<file path="src/rtl/mcm_poll_reader_if.sv">
// MCM poll reader bus: coordinator handshake, RAM read port,
// telemetry byte stream and status.
interface mcm_poll_reader_if #(
  parameter int ADDR_W = 8
);
  logic              iDone;
  logic              oRQ;
  logic [ADDR_W-1:0] oRdAddr;
  logic [7:0]        iRdData;
  logic [7:0]        oData;
  logic              oValid;
  logic              iReady;
  logic              oBusy;
  logic              oTimeout;
  logic [7:0]        oErrCnt;

  modport master (
    input  iDone, iRdData, iReady,
    output oRQ, oRdAddr, oData, oValid,
    output oBusy, oTimeout, oErrCnt
  );

  modport slave (
    output iDone, iRdData, iReady,
    input  oRQ, oRdAddr, oData, oValid,
    input  oBusy, oTimeout, oErrCnt
  );
endinterface

</file>
<file path="src/rtl/mcm_poll_reader.sv">
// MCM poll cycle owner: requests a capture, waits for done, then
// streams sync word, RAM payload and checksum to the framer.
module mcm_poll_reader #(
  parameter int          N_BYTES     = 144,
  parameter int          ADDR_W      = 8,
  parameter int          POLL_PERIOD = 50000,
  parameter int          RQ_LEN      = 4,
  parameter int          TIMEOUT     = 20000,
  parameter logic [15:0] SYNC_WORD   = 16'hA55A
) (
  input logic               clk,
  input logic               reset,
  mcm_poll_reader_if.master bus
);
  localparam int PW   = $clog2(POLL_PERIOD);
  localparam int TMAX = (TIMEOUT > RQ_LEN) ? TIMEOUT : RQ_LEN;
  localparam int TW   = $clog2(TMAX);

  localparam logic [PW-1:0]     POLL_LAST = PW'(POLL_PERIOD - 1);
  localparam logic [TW-1:0]     RQ_LAST   = TW'(RQ_LEN - 1);
  localparam logic [TW-1:0]     TO_LAST   = TW'(TIMEOUT - 1);
  localparam logic [ADDR_W-1:0] IDX_LAST  = ADDR_W'(N_BYTES - 1);

  typedef enum logic [2:0] {
    IDLE, REQ, WAIT, SYNC_H, SYNC_L, PAYLOAD, CSUM
  } state_t;

  state_t            state, stateN;
  logic [PW-1:0]     pollCnt;
  logic [TW-1:0]     tmr, tmrN;
  logic [ADDR_W-1:0] idx, idxN;
  logic [7:0]        csum, csumN;
  logic [7:0]        errCnt, errN;
  logic              vld, vldN;
  logic              toPulse, toN;
  logic              tick;
  logic [7:0]        dataSel;

  assign tick = (pollCnt == POLL_LAST);

  always_ff @(posedge clk or negedge reset) begin
    if (!reset)    pollCnt <= '0;
    else if (tick) pollCnt <= '0;
    else           pollCnt <= pollCnt + 1'b1;
  end

  always_ff @(posedge clk or negedge reset) begin
    if (!reset) begin
      state   <= IDLE;
      tmr     <= '0;
      idx     <= '0;
      csum    <= '0;
      errCnt  <= '0;
      vld     <= 1'b0;
      toPulse <= 1'b0;
    end else begin
      state   <= stateN;
      tmr     <= tmrN;
      idx     <= idxN;
      csum    <= csumN;
      errCnt  <= errN;
      vld     <= vldN;
      toPulse <= toN;
    end
  end

  // Every stream byte gets one low-valid gap clock before it is offered;
  // in PAYLOAD that gap is the RAM read latency.
  always_comb begin
    stateN = state;
    tmrN   = tmr;
    idxN   = idx;
    csumN  = csum;
    errN   = errCnt;
    vldN   = vld;
    toN    = 1'b0;
    unique case (state)
      IDLE: begin
        if (tick) begin
          stateN = REQ;
          tmrN   = '0;
        end
      end
      REQ: begin
        if (tmr == RQ_LAST) begin
          stateN = WAIT;
          tmrN   = '0;
        end else begin
          tmrN = tmr + 1'b1;
        end
      end
      WAIT: begin
        if (bus.iDone) begin
          stateN = SYNC_H;
          csumN  = '0;
          vldN   = 1'b0;
        end else if (tmr == TO_LAST) begin
          stateN = IDLE;
          toN    = 1'b1;
          if (errCnt != 8'hFF) errN = errCnt + 8'd1;
        end else begin
          tmrN = tmr + 1'b1;
        end
      end
      SYNC_H: begin
        if (!vld) begin
          vldN = 1'b1;
        end else if (bus.iReady) begin
          vldN   = 1'b0;
          stateN = SYNC_L;
        end
      end
      SYNC_L: begin
        if (!vld) begin
          vldN = 1'b1;
        end else if (bus.iReady) begin
          vldN   = 1'b0;
          idxN   = '0;
          stateN = PAYLOAD;
        end
      end
      PAYLOAD: begin
        if (!vld) begin
          vldN = 1'b1;
        end else if (bus.iReady) begin
          vldN  = 1'b0;
          csumN = csum + bus.iRdData;
          if (idx == IDX_LAST) stateN = CSUM;
          else                 idxN   = idx + 1'b1;
        end
      end
      CSUM: begin
        if (!vld) begin
          vldN = 1'b1;
        end else if (bus.iReady) begin
          vldN   = 1'b0;
          idxN   = '0;
          stateN = IDLE;
        end
      end
      default: begin
        stateN = IDLE;
        vldN   = 1'b0;
      end
    endcase
  end

  always_comb begin
    dataSel = '0;
    unique case (state)
      SYNC_H:  dataSel = SYNC_WORD[15:8];
      SYNC_L:  dataSel = SYNC_WORD[7:0];
      PAYLOAD: dataSel = bus.iRdData;
      CSUM:    dataSel = csum;
      default: dataSel = '0;
    endcase
  end

  assign bus.oRQ      = (state == REQ);
  assign bus.oBusy    = (state != IDLE);
  assign bus.oRdAddr  = (state == PAYLOAD) ? idx : '0;
  assign bus.oData    = vld ? dataSel : '0;
  assign bus.oValid   = vld;
  assign bus.oTimeout = toPulse;
  assign bus.oErrCnt  = errCnt;
endmodule
</file>
<file path="src/flat_wrapper.sv">
// flat-port wrapper written by rule: the top's interface ports become plain ports
module mcm_poll_reader_flat 
#(
  parameter int          N_BYTES     = 144,
  parameter int          ADDR_W      = 8,
  parameter int          POLL_PERIOD = 50000,
  parameter int          RQ_LEN      = 4,
  parameter int          TIMEOUT     = 20000,
  parameter logic [15:0] SYNC_WORD   = 16'hA55A
)
  (clk, reset, bus_iDone, bus_iRdData, bus_iReady, bus_oRQ, bus_oRdAddr, bus_oData, bus_oValid, bus_oBusy, bus_oTimeout, bus_oErrCnt);
  mcm_poll_reader_if #(.ADDR_W(ADDR_W)) bus_i ();
  input logic clk;
  input logic reset;
  input wire logic [$bits(bus_i.iDone)-1:0] bus_iDone;
  input wire logic [$bits(bus_i.iRdData)-1:0] bus_iRdData;
  input wire logic [$bits(bus_i.iReady)-1:0] bus_iReady;
  output wire logic [$bits(bus_i.oRQ)-1:0] bus_oRQ;
  output wire logic [$bits(bus_i.oRdAddr)-1:0] bus_oRdAddr;
  output wire logic [$bits(bus_i.oData)-1:0] bus_oData;
  output wire logic [$bits(bus_i.oValid)-1:0] bus_oValid;
  output wire logic [$bits(bus_i.oBusy)-1:0] bus_oBusy;
  output wire logic [$bits(bus_i.oTimeout)-1:0] bus_oTimeout;
  output wire logic [$bits(bus_i.oErrCnt)-1:0] bus_oErrCnt;
  assign bus_i.iDone = bus_iDone;
  assign bus_i.iRdData = bus_iRdData;
  assign bus_i.iReady = bus_iReady;
  assign bus_oRQ = bus_i.oRQ;
  assign bus_oRdAddr = bus_i.oRdAddr;
  assign bus_oData = bus_i.oData;
  assign bus_oValid = bus_i.oValid;
  assign bus_oBusy = bus_i.oBusy;
  assign bus_oTimeout = bus_i.oTimeout;
  assign bus_oErrCnt = bus_i.oErrCnt;
  mcm_poll_reader #(.N_BYTES(N_BYTES), .ADDR_W(ADDR_W), .POLL_PERIOD(POLL_PERIOD), .RQ_LEN(RQ_LEN), .TIMEOUT(TIMEOUT), .SYNC_WORD(SYNC_WORD)) u_core (.clk(clk), .reset(reset), .bus(bus_i));
endmodule
</file>
<file path="config.mk">
export PLATFORM = sky130hd
export DESIGN_NAME = mcm_poll_reader_flat
export DESIGN_NICKNAME = d
export VERILOG_FILES = /design/src/rtl/mcm_poll_reader_if.sv /design/src/rtl/mcm_poll_reader.sv /design/src/flat_wrapper.sv
export SDC_FILE = /design/constraint.sdc
export NUM_CORES = 1
export LEC_CHECK = 0
export ABC_AREA = 1
export BUFFER_PORTS_ARGS = -buffer_cell sky130_fd_sc_hd__buf_2
export CORE_AREA = 2 2 69 120
export CTS_BUF_LIST = sky130_fd_sc_hd__clkbuf_16
export CTS_CLUSTER_DIAMETER = 100
export DETAILED_ROUTE_END_ITERATION = 10
export DIE_AREA = 0 0 71 122
export GPL_TIMING_DRIVEN = 0
export PLACE_DENSITY = 0.84
export SLEW_MARGIN = 5
export SYNTH_ARGS = -nofsm -noshare
export SYNTH_HDL_FRONTEND = slang
export SYNTH_SLANG_ARGS = --single-unit
</file>
<file path="constraint.sdc">
create_clock -name clk -period 1.6 [get_ports clk]
set_input_delay 0.08 -clock clk [delete_from_list [all_inputs] [get_ports clk]]
set_output_delay 0.08 -clock clk [all_outputs]
set_load 0.01 [all_outputs]
</file>
## Word-level counts from Yosys, hierarchy flattened

Cells that the tools add are included.

- Register bits: 60
- Latch bits: 0
- RAM bits: 0
- Bits in read-only memories: 0
- Memories kept: 0

- Add/subtract/negate cells: 5
- Multipliers: 0
- Div/mod/pow operators: 0
- $lt $le $gt $ge: 0
- Equality and inequality tests: 29
- Shift-type cells: 0
- Mux-type cells: 40
- Bitwise gates (word level): 2
- Reductions and logical operators: 14

Operators by type and width:

| kind | number |
|---|---|
| 8-bit two-way mux | 10 |
| 15-bit two-way mux | 4 |
| 15-bit one-hot mux with 3 select lines | 1 |
| 3-bit two-way mux | 13 |
| 8-bit one-hot mux with 2 select lines | 2 |
| 8-bit one-hot mux with 4 select lines | 1 |
| 3-bit one-hot mux with 7 select lines | 1 |
| 2-bit by 1-bit != test with 1-bit output (second input constant) | 9 |
| 16-bit by 1-bit adder with 16-bit output (second input constant) | 1 |
| 8-bit by 1-bit adder with 8-bit output (second input constant) | 2 |
| 16-bit equality test (second input constant) | 1 |
| 16-bit two-way mux | 1 |
| 2-bit != test (second input constant) | 8 |
| 15-bit by 1-bit adder with 15-bit output (second input constant) | 1 |
| 15-bit equality test (second input constant) | 1 |
| 15-bit by 2-bit equality test with 1-bit output (second input constant) | 1 |
| 12-bit AND reduction | 1 |
| 4-bit AND reduction | 3 |
| 3-bit equality test (second input constant) | 3 |
| 8-bit adder | 1 |
| 8-bit equality test (second input constant) | 1 |
| 8-bit != test (second input constant) | 1 |
| 3-bit by 2-bit equality test with 1-bit output (second input constant) | 2 |
| 1-bit two-way mux | 6 |
| 11 further kinds | 15 |

## Longest topological paths before layout

- Depth after elaboration: 5
- Depth in mapped cells: 11
- Depth with buffers taken out: 11

## Worst setup path after synthesis

No wires, ideal clock.

- Path type: register -> register
- Start point: reg u_core.tmr[0]
- End point: reg u_core.errCnt[2] (netlist: u_core.bus.oErrCnt[2])
- Library setup time: 0.127 ns
- Data arrival time: 1.451 ns
- Required time: 1.473 ns
- Setup slack: 0.022 ns
- Cell stages (with the launch flop): 9
- Buffers on the path: 0
- Period minus slack after synthesis: 1.578 ns
- Cells stage by stage: dfrtp_1 > ha_1 > inv_1 > nor2_4 > nand4_1 > nor3_4 > nand2_2 > nand2_1 > o21ai_0

- Cells in the longest elaborated chain, start to end: 2

Ends and longest elaborated chain:

| element | RTL line | RTL |
|---|---|---|
| from (decl) | mcm_poll_reader.sv:30 | `logic [TW-1:0] tmr, tmrN;` |
| from (signal assigned) | mcm_poll_reader.sv:58 | `tmr <= tmrN;` |
| 15-bit equality test | mcm_poll_reader.sv:97 | `end else if (tmr == TO_LAST) begin` |
| 4-bit AND reduction (no line) | - |  |
| to (signal assigned) | mcm_poll_reader.sv:61 | `errCnt <= errN;` |
| to (decl) | mcm_poll_reader.sv:33 | `logic [7:0] errCnt, errN;` |

No other way between the ends.
A chain may end at the register's enable or synchronous reset.

## Worst setup path after layout

- Start point: reg u_core.pollCnt[1]
- End point: reg u_core.tmr[7]

- Cells in the longest elaborated chain, start to end: 3

Ends and longest elaborated chain:

| element | RTL line | RTL |
|---|---|---|
| from (decl) | mcm_poll_reader.sv:29 | `logic [PW-1:0] pollCnt;` |
| from (signal assigned) | mcm_poll_reader.sv:44 | `else pollCnt <= pollCnt + 1'b1;` |
| 16-bit equality test | mcm_poll_reader.sv:39 | `assign tick = (pollCnt == POLL_LAST);` |
| 2-bit by 1-bit != test with 1-bit output (no line) | - |  |
| 4-bit AND reduction (no line) | - |  |

No other way between the ends.

==> results.md <==
- Count of cell types in the netlist: 36
- Combinational fraction of design power: 0.039
- Clock Sinks: 60
- Starting density of the core: 0.5169
- Syn nets: 608
- Clk_skew: 0.008048 ns
- Layout Cells excl Fill: 773
- RR Startpoint: u_core.pollCnt[1]
- DP Cell Count: 713
- Final setup viols: 46
- Seq/Total Area, Yosys: 0.3723
- First-pass DRT Iterations: 5
- Area share of the largest cell type after synthesis: 0.3723
- Final Cell Area: 5495 sq um
- Fill cells: 483
- Hold Vio Cnt, Final: 0
- Worst-Margin Slew: 0.7812 ns
- Fin crit period: 1.813 ns
- Register bit total from synthesis: 60
- Hold Crit Depth: 4
- Power per cell area: 644.4 nW/um^2
- # diodes: 0
- GRT Residual Overflow: 0
- Layout cells sized above 1: 0.3338
- Final setup margin: -0.2134 ns
- Placer congestion estimate: 0.9936
- Footprint of the multi-input gates: 2635 sq um
- Fraction of registers with async set/reset: 1.000
- Global-route wire length before repair: 18,120 microns
- Port bufs: 39
- Register clock-pin slew on the reported worst setup and hold paths: 0.05 ns
- Sequential share of power: 0.429
- Remaining DRCs: 0
- Internal: 2.744 mW
- Pins Over Slew Limit: 0
- Maximum VDD drop: 0.0005355 V
- P_sw: 797.7 uW
- P_leak: 2.788 nW
- Max Cap Viol: 0
- Vias: 4,489
- Min-Delay Path Class: in -> reg
- Final hold slack: 0.1408 ns
- Routed Antenna Nets: 0
- Core Util, Final: 0.7044
- Max Fanout on Critical Path: 6
- Slew HR: 0.4792
- Worst r2r dst: u_core.tmr[7]
- Critical path class: reg -> reg
- TritonCTS clock tree: built
- Mapped Cells: 584
- Sw Share: 0.2252
- Avg Cell Area, Syn: 6.905 sq um
- Std-Cell Rows: 43
- Setup WS pre-CTS: -0.3490 ns
- Hold Path Sink: u_core.csum[0]
- Core Footprint: 7801 sq um
- Avg Vias per Cell: 5.807
- Avg WL per Cell: 16.82 microns
- Boundary Pins: 40
- 1st-iter DRT viols: 370
- Failing checks: negative setup slack
- Pin count of the biggest net entering global routing: 61
- Reg2reg setup slack: -0.21 ns
- Die Wd: 71 microns
- Post-DP Area: 4343 sq um
- Gr usage total: 0.2639
- Number of global-route vias before repair: 4,207
- H-tree depth: 3
- Dominant synthesized flop cell: dfrtp_1
- Final Cycle Share: 1.133
- Initial antenna violation count: 0
- Synth top cells by count: 194 x nand2_1, 68 x nor2_1, 63 x inv_1
- Area Growth Syn to Fin: 36.27%
- Clk Latency, worst-skew pair: 0.34 ns
- Worst setup SP type: flip-flop
- Total wire length: 13,000 microns
- RSZ-0062 raised after global routing: yes
- DIE AREA: 8662 sq um
- Status: finished with violations
- Mapped Area: 4033 sq um
- Most frequent cell after synthesis: nand2_1
- Synth top area cells: dfrtp_1 37%, nand2_1 18%, nor2_1 6.3%
- Synthesis Warnings: 0
- R2R depth: 10
- Synth area leader: dfrtp_1
- Arrival @ worst endpoint: 2.08 ns
- Number of synthesized flops with an enable pin: 0
- Worst EP required: 1.86 ns
- Clock network fraction of total power: 0.533
- Setup crit end kind: flip-flop
- Maximum root-to-sink buffer count: 2
- Die Ht: 122 microns
- Clk root buf: clkbuf_16
- Register Area: 1506 sq um
- DP HPWL: 7108 microns
- Achievable frequency: 0.5514 GHz
- Total CTS buffers: 9
- Fin nets: 702
- Hold_sp: bus_iRdData[0]
area by class of cell:
| type | instances | share of cell area |
|---|---|---|
| tap | 90 | 0.02049 |
| timing repair buffer | 83 | 0.1075 |
| inverter | 70 | 0.05168 |
| clock buffer | 9 | 0.04098 |
| clock inverter | 7 | 0.01070 |
| sequential | 60 | 0.2741 |
| multi-input combinational | 446 | 0.4795 |
| buffer | 8 | 0.01503 |
power by group through the flow:
stage	Combinational, mW	Sequential, mW	Clock (mW)
final	0.137	1.52	1.89
after global routing	0.150	1.52	1.94
after CTS	0.104	1.52	1.88
after detailed placement	0.101	1.55	0
after global placement	0.0973	1.55	0
after floorplan	0.0401	1.55	0
critical path, cell delays in order (launching register included):
cell,delay [ns]
dfrtp_1,0.42
ha_4,0.18
nand3_1,0.15
nor2_1,0.18
nand2_2,0.11
nand2_2,0.10
nand2_2,0.07
nor2_4,0.23
buf_6,0.18
nand2_1,0.05
o21ai_1,0.07
cells in the final DEF, fill, tap and decap left out, drive strengths merged:
master	n
nand2	197
buf	90
nor2	73
inv	70
dfrtp	60
nand3	47
o21ai	34
a21oi	22
nor3	12
xor2	11
ha	11
nand4	10
xnor2	10
clkbuf	9
o211ai	4
o21bai	4
clkinv	4
nand3b	3
clkinvlp	2
a2bb2oi	1
nor3b	1
and3	1
a21o	1
o22ai	1
a21boi	1
and2	1
fa	1
bufinv	1
dlygate4sd3	1
registers in the layout, summed over array words and instances, names as in the netlist:
register,count
u_core.bus.oTimeout,1
u_core.bus.oErrCnt,8
u_core.tmr,15
u_core.idx,8
u_core.state,3
u_core.csum,8
u_core.pollCnt,16
u_core.bus.oValid,1
metal layers:
| metal | track usage | vias to the layer above | part of all wire |
|---|---|---|---|
| li1 | - | 2055 | - |
| met1 | 0.2780 | 2117 | 0.36 |
| met2 | 0.4650 | 248 | 0.53 |
| met3 | 0.05459 | 69 | 0.052 |
| met4 | 0.1757 | 0 | 0.056 |
| met5 | 0 | - | 0 |
worst max path at each step:
stage | from | endpoint | slack [ns] | cells after the start
floorplan | u_core.tmr[0] | u_core.bus.oErrCnt[2] | 0.02 | 8
global placement | u_core.tmr[0] | u_core.bus.oErrCnt[2] | -0.27 | 8
detailed placement | u_core.tmr[0] | u_core.bus.oErrCnt[2] | -0.35 | 8
CTS | u_core.state[2] | u_core.tmr[8] | -0.10 | 11
global route | u_core.pollCnt[1] | u_core.tmr[7] | -0.29 | 10
finish | u_core.pollCnt[1] | u_core.tmr[7] | -0.21 | 10
stage by stage:
stage                     total power, mW  setup TNS, ns
after detailed placement            1.646         -6.217
after global routing                3.610         -8.356
after floorplan                     1.586              0
final                               3.541         -4.380
after global placement              1.642         -4.575
after CTS                           3.504         -1.843
cells by family (layout without fill, tap and decap cells):
family	count (synthesis)	count (layout)	synth area share
simple gates	345	345	0.3658
buf+inv	78	177	0.08346
compound gates	68	68	0.09371
flops	60	60	0.3723
xor+xnor	21	21	0.04561
fa+ha+maj	12	12	0.03909
what timing repair did:
item,CTS,global route
endpoints found under the setup margin,44,51
cloned,3,1
hold endpoints to repair,60,0
pin swaps,15,46
hold buffers,1,0
gates resized for setup,51,121
setup buffers,21,18
No activity file was read; power rests on OpenSTA's default activity.
